==> src/rtl/seq_detect_param.sv <==
// seq_detect_param: parametrised Mealy serial sequence detector.
//
// Detects PATTERN (PAT_LEN bits, MSB received first) on a 1-bit serial
// stream. The match flag is combinational and asserts in the same cycle
// as the final pattern bit. A saturating counter tallies matches.
//
// Parameters:
//   PAT_LEN  pattern length, 2..16
//   PATTERN  pattern bits; bit PAT_LEN-1 first, bit 0 last; upper bits ignored
//   OVERLAP  1 = overlapping matches, 0 = restart from empty after a match
//   CNT_W    match counter width
//
// Ports:
//   clk        rising-edge clock
//   rst        asynchronous active-high reset
//   en         din valid this cycle; state and counter hold when low
//   din        serial data bit
//   clr_cnt    synchronous clear of match_cnt and cnt_sat (beats an increment)
//   dout       Mealy match flag
//   match_cnt  saturating match count
//   cnt_sat    sticky saturation flag
module seq_detect_param #(
  parameter int          PAT_LEN = 4,
  parameter logic [15:0] PATTERN = 16'b1010,
  parameter bit          OVERLAP = 1'b1,
  parameter int          CNT_W   = 8
) (
  input  logic             clk,
  input  logic             rst,
  input  logic             en,
  input  logic             din,
  input  logic             clr_cnt,
  output logic             dout,
  output logic [CNT_W-1:0] match_cnt,
  output logic             cnt_sat
);

  if (PAT_LEN < 2 || PAT_LEN > 16) begin : g_bad_len
    $fatal(1, "seq_detect_param: PAT_LEN must be in 2..16");
  end

  localparam int SW = (PAT_LEN >= 2) ? $clog2(PAT_LEN) : 1;
  localparam int NS = 2 ** SW;
  localparam logic [SW-1:0]    LAST    = SW'(PAT_LEN - 1);
  localparam logic [CNT_W-1:0] CNT_MAX = '1;

  // Length of the longest pattern prefix that is a suffix of
  // (prefix of length s) followed by b, capped below PAT_LEN. For a full
  // match this yields the KMP failure value; for a matching non-final bit
  // it yields s+1.
  function automatic int next_len(int s, bit b);
    int  best;
    int  p;
    bit  ok;
    bit  tc;
    best = 0;
    for (int k = 1; k < PAT_LEN; k++) begin
      if (k <= s + 1) begin
        ok = 1'b1;
        for (int i = 0; i < k; i++) begin
          p  = s + 1 - k + i;
          tc = (p == s) ? b : PATTERN[PAT_LEN-1-p];
          if (tc != PATTERN[PAT_LEN-1-i]) ok = 1'b0;
        end
        if (ok) best = k;
      end
    end
    return best;
  endfunction

  // Transition tables, fixed at elaboration; unreachable codes go to 0.
  logic [SW-1:0] nxt0 [NS];
  logic [SW-1:0] nxt1 [NS];

  for (genvar gs = 0; gs < NS; gs++) begin : g_tbl
    if (gs < PAT_LEN) begin : g_live
      localparam logic [SW-1:0] N0 = SW'(next_len(gs, 1'b0));
      localparam logic [SW-1:0] N1 = SW'(next_len(gs, 1'b1));
      assign nxt0[gs] = N0;
      assign nxt1[gs] = N1;
    end else begin : g_dead
      assign nxt0[gs] = '0;
      assign nxt1[gs] = '0;
    end
  end

  logic [SW-1:0]    state_q, state_d;
  logic [CNT_W-1:0] cnt_d;
  logic             sat_d;
  logic             full;

  always_comb begin
    full    = (state_q == LAST) && (din == PATTERN[0]);
    dout    = en & ~rst & full;
    state_d = state_q;
    if (en) begin
      if (full && !OVERLAP) begin
        state_d = '0;
      end else begin
        state_d = din ? nxt1[state_q] : nxt0[state_q];
      end
    end
  end

  always_comb begin
    cnt_d = match_cnt;
    sat_d = cnt_sat;
    if (clr_cnt) begin
      cnt_d = '0;
      sat_d = 1'b0;
    end else if (dout) begin
      if (match_cnt != CNT_MAX) cnt_d = match_cnt + CNT_W'(1);
      if (cnt_d == CNT_MAX) sat_d = 1'b1;
    end
  end

  always_ff @(posedge clk or posedge rst) begin
    if (rst) begin
      state_q   <= '0;
      match_cnt <= '0;
      cnt_sat   <= 1'b0;
    end else begin
      state_q   <= state_d;
      match_cnt <= cnt_d;
      cnt_sat   <= sat_d;
    end
  end

endmodule

==> config.mk <==
export PLATFORM = sky130hd
export DESIGN_NAME = seq_detect_param
export DESIGN_NICKNAME = d
export VERILOG_FILES = /design/src/rtl/seq_detect_param.sv
export SDC_FILE = /design/constraint.sdc
export NUM_CORES = 1
export LEC_CHECK = 0
export BUFFER_PORTS_ARGS = -buffer_cell sky130_fd_sc_hd__clkbuf_2
export CAP_MARGIN = 20
export CORE_MARGIN = 4
export CORE_UTILIZATION = 56
export DETAILED_ROUTE_END_ITERATION = 7
export PLACE_DENSITY = 0.81
export SYNTH_ARGS = -nofsm -noshare
export SYNTH_HDL_FRONTEND = slang
export SYNTH_SLANG_ARGS = --single-unit
==> constraint.sdc <==
create_clock -name clk -period 4.75 [get_ports clk]
set_input_delay 0 -clock clk [delete_from_list [all_inputs] [get_ports clk]]
set_output_delay 0 -clock clk [all_outputs]
set_load 0.01 [all_outputs]
==> impl_metrics.py <==
metrics = {
    "status": {
        "status": "finished clean",
    },
    "power": {
        "vdd_drop_max_v": 0.000139,
        "power_density_nw_per_um2": 209,
        "p_leak_nw": 0.367,
    },
    "place": {
        "place_ws_ps": 2640,
        "numPortBuffers": 14,
        "place.gp.congestion": 0.924,
        "post_dp_cell_area_um2": 803,
        "dp_hpwl_mm": 1.17,
    },
    "yosys": {
        "synthAdderAreaFrac_pct": 1.63,
        "synthSimpleGateAreaFrac_pct": 30.3,
        "synth_top_area_share_pct": 35.9,
        "synth_edf_count": 0,
        "ys_types": 36,
        "synth_compound_area_share_pct": 19.1,
        "synth_top_family_by_area": "simple AND/OR/NAND/NOR gates",
        "ys_ff_latch": 11,
        "syn_area_um2": 767,
        "async_flop_share_pct": 100,
        "synth_xor_area_share_pct": 0,
        "synthCells": 86,
        "synthTopCellsByArea": "dfrtp_1, a21oi_1, inv_1",
        "avgSynthCellArea_um2": 8.92,
        "synth_fp_nets": 92,
        "muxShareOfSynthArea_pct": 2.77,
        "yosysSeqAreaShare_pct": 35.9,
        "yosysWarnings": 0,
        "synthFlopType": "dfrtp_1",
        "yosysTopAreaCell": "dfrtp_1",
    },
    "sta": {
        "report.final.slew_viol_count": 0,
        "post-route-min-period_ps": 2180,
        "rsz0062_at_grt": "no",
        "tns_ps": 0,
        "fin_skew_ps": 0.504,
        "timing.final.ws_setup_ps": 2570,
        "slew_headroom_pct": 54.2,
        "hold_viol_final": 0,
        "min_period_over_period_pct": 45.8,
        "max_freq_mhz": 459,
        "worst_pin_slew_ps": 682,
        "setup_viol": 0,
    },
    "die": {
        "start_util_pct": 58.9,
        "die_area_um2": 2030,
        "placementRows": 13,
        "die_w_um": 45.0,
        "core_um2": 1300,
        "die_h_um": 45.0,
        "io_pins": 15,
    },
    "cells_and_area": {
        "fin_nets": 107,
        "insertedDiodeCount": 0,
        "design_area_um2": 850,
        "drive_gt1_share_pct": 22.0,
        "syn_to_final_growth_pct": 10.8,
        "final_util_pct": 65.3,
    },
    "route": {
        "first_pass_iters": 4,
        "drtIter0Drc": 19,
        "finalWirelength_mm": 1.63,
        "antenna_left": 0,
        "dr_total_vias": 693,
        "wl_per_cell_um": 14.2,
        "routed_via_density": 6.03,
        "route.detailed.drc": 0,
    },
    "min_path": {
        "hold_class": "input port to register",
    },
    "critical_path": {
        "startpoint_type": "register",
        "path_class": "register to register",
        "r2r_setup_slack_ps": 2570,
        "cp.required_ps": 4950,
        "cp.arrival_ps": 2370,
        "critPathCaptureType": "register",
        "crit_fanout": 11,
    },
    "clock_tree": {
        "clk_latency_ps": 280,
        "cts_resized": 0,
        "numCtsBuffers": 3,
        "cts_buffer_depth": 2,
        "cts.clk_slew.worst_paths_ps": 70,
        "cts_setup_buffers": 0,
        "cts-root-buf": "clkbuf_4",
        "cts_tree": "built",
        "cts_sinks": 11,
        "htreeDepth": 1,
    },
    "job": {
        "maxCapViolCount": 0,
    },
    "global_routing": {
        "grt_pass1_vias": 676,
        "grt_overflow": 0,
        "grt_max_degree": 13,
        "grt_pass1_wl_mm": 2.85,
        "antenna_found_initial": 0,
        "grt_usage_pct": 19.5,
    },
}
[synthesized netlist by cell type, types with 2 or more instances]
library cell	count
nand3b_1	2
nand4_1	4
or3_2	2
or4_1	2
and3_1	2
nand4b_1	2
a21oi_1	6
nand2_1	5
buf_4	3
dfrtp_1	11
nand3_1	3
nand2b_1	2
o211ai_1	2
nor4_1	3
a31oi_1	3
o31ai_1	3
inv_1	7
nor3_1	2
nor2_1	2
o21ai_0	4
[per-stage QoR]
stage	power, mW	std cells	hold WS, ps
5_1_grt	0.185	115	29.7
4_1_cts	0.179	115	13.7
3_3_place_gp	0.111	109	4.50
6_report	0.177	115	14.7
2_1_floorplan	0.108	86	-148
3_5_place_dp	0.111	109	8.76
[report_power, final]
group | switching, mW | internal [mW] | leakage (nW)
combinational | 0.00717 | 0.00562 | 0.201
sequential | 0.00219 | 0.0957 | 0.150
clock | 0.0340 | 0.0326 | 0.0150
[critical path: stages (launching register included)]
cell and delay (ps):
dfrtp_1 510, ha_1 360, nand4_1 210, nor3_1 620, o21ai_0 200, a21oi_1 200
[sequential cells by signal (all words and copies together) (netlist names)]
| signal | flops |
|---|---|
| match_cnt | 8 |
| state_q | 2 |
| cnt_sat | 1 |
[path summary, 6_finish.rpt]
path / cells past startpoint / start / to
worst min-delay path: 3 / en / state_q[1]
max in group asynchronous: 3 / rst / match_cnt[2]
worst max-delay path: 5 / match_cnt[0] / match_cnt[1]
min in group asynchronous: 3 / rst / cnt_sat
worst min register to register: 2 / cnt_sat / cnt_sat
worst max register to register: 5 / match_cnt[0] / match_cnt[1]
[final cells by class]
cell class                 instances  area, um^2
sequential                        11         275
inverter                           7        26.3
timing repair buffer              16        90.1
clock buffer                       4        26.3
multi-input combinational         62         413
tap                               15        18.8
fill                             107         452
[placed cells by master, fill, tap and decap left out, types with 2 or more instances in the layout]
master | Yosys | layout
dfrtp_1 | 11 | 11
clkbuf_4 | 0 | 3
or4_1 | 2 | 2
nand2b_1 | 2 | 2
nand4b_1 | 2 | 2
clkbuf_2 | 0 | 14
o31ai_1 | 3 | 3
o21ai_0 | 4 | 4
nor3_1 | 2 | 2
nand3_1 | 3 | 3
or3_2 | 2 | 2
o211ai_1 | 2 | 2
and3_1 | 2 | 2
a21oi_1 | 6 | 6
nand3b_1 | 2 | 2
nor4_1 | 3 | 3
nand4_1 | 4 | 4
a31oi_1 | 3 | 3
nand2_1 | 5 | 5
nor2_1 | 2 | 2
inv_1 | 7 | 7
dlygate4sd3_1 | 0 | 2
[layer usage]
| layer | vias up | track usage (%) | wire length, um | part of all wire [%] |
|---|---|---|---|---|
| met5 | - | 0 | 0 | 0 |
| met4 | 0 | 8.19 | 19 | 1.2 |
| met3 | 3 | 5.98 | 86 | 5.3 |
| met2 | 16 | 29.7 | 730 | 45 |
| met1 | 324 | 25.4 | 796 | 49 |
| li1 | 350 | - | - | - |
[repair_timing]
item / CTS / global route
endpoints found under the setup margin: 0 / 0
hold endpoints to repair: 12 / 0
hold buffers: 2 / 0
[cells by family after synthesis]
family / count (synthesis)
and+or+nand+nor: 36
AOI/OAI and AO/OA: 23
buffers and inverters: 13
DFF: 11
muxes: 2
adders and majority gates: 1
No activity file was read; power rests on OpenSTA's default activity.
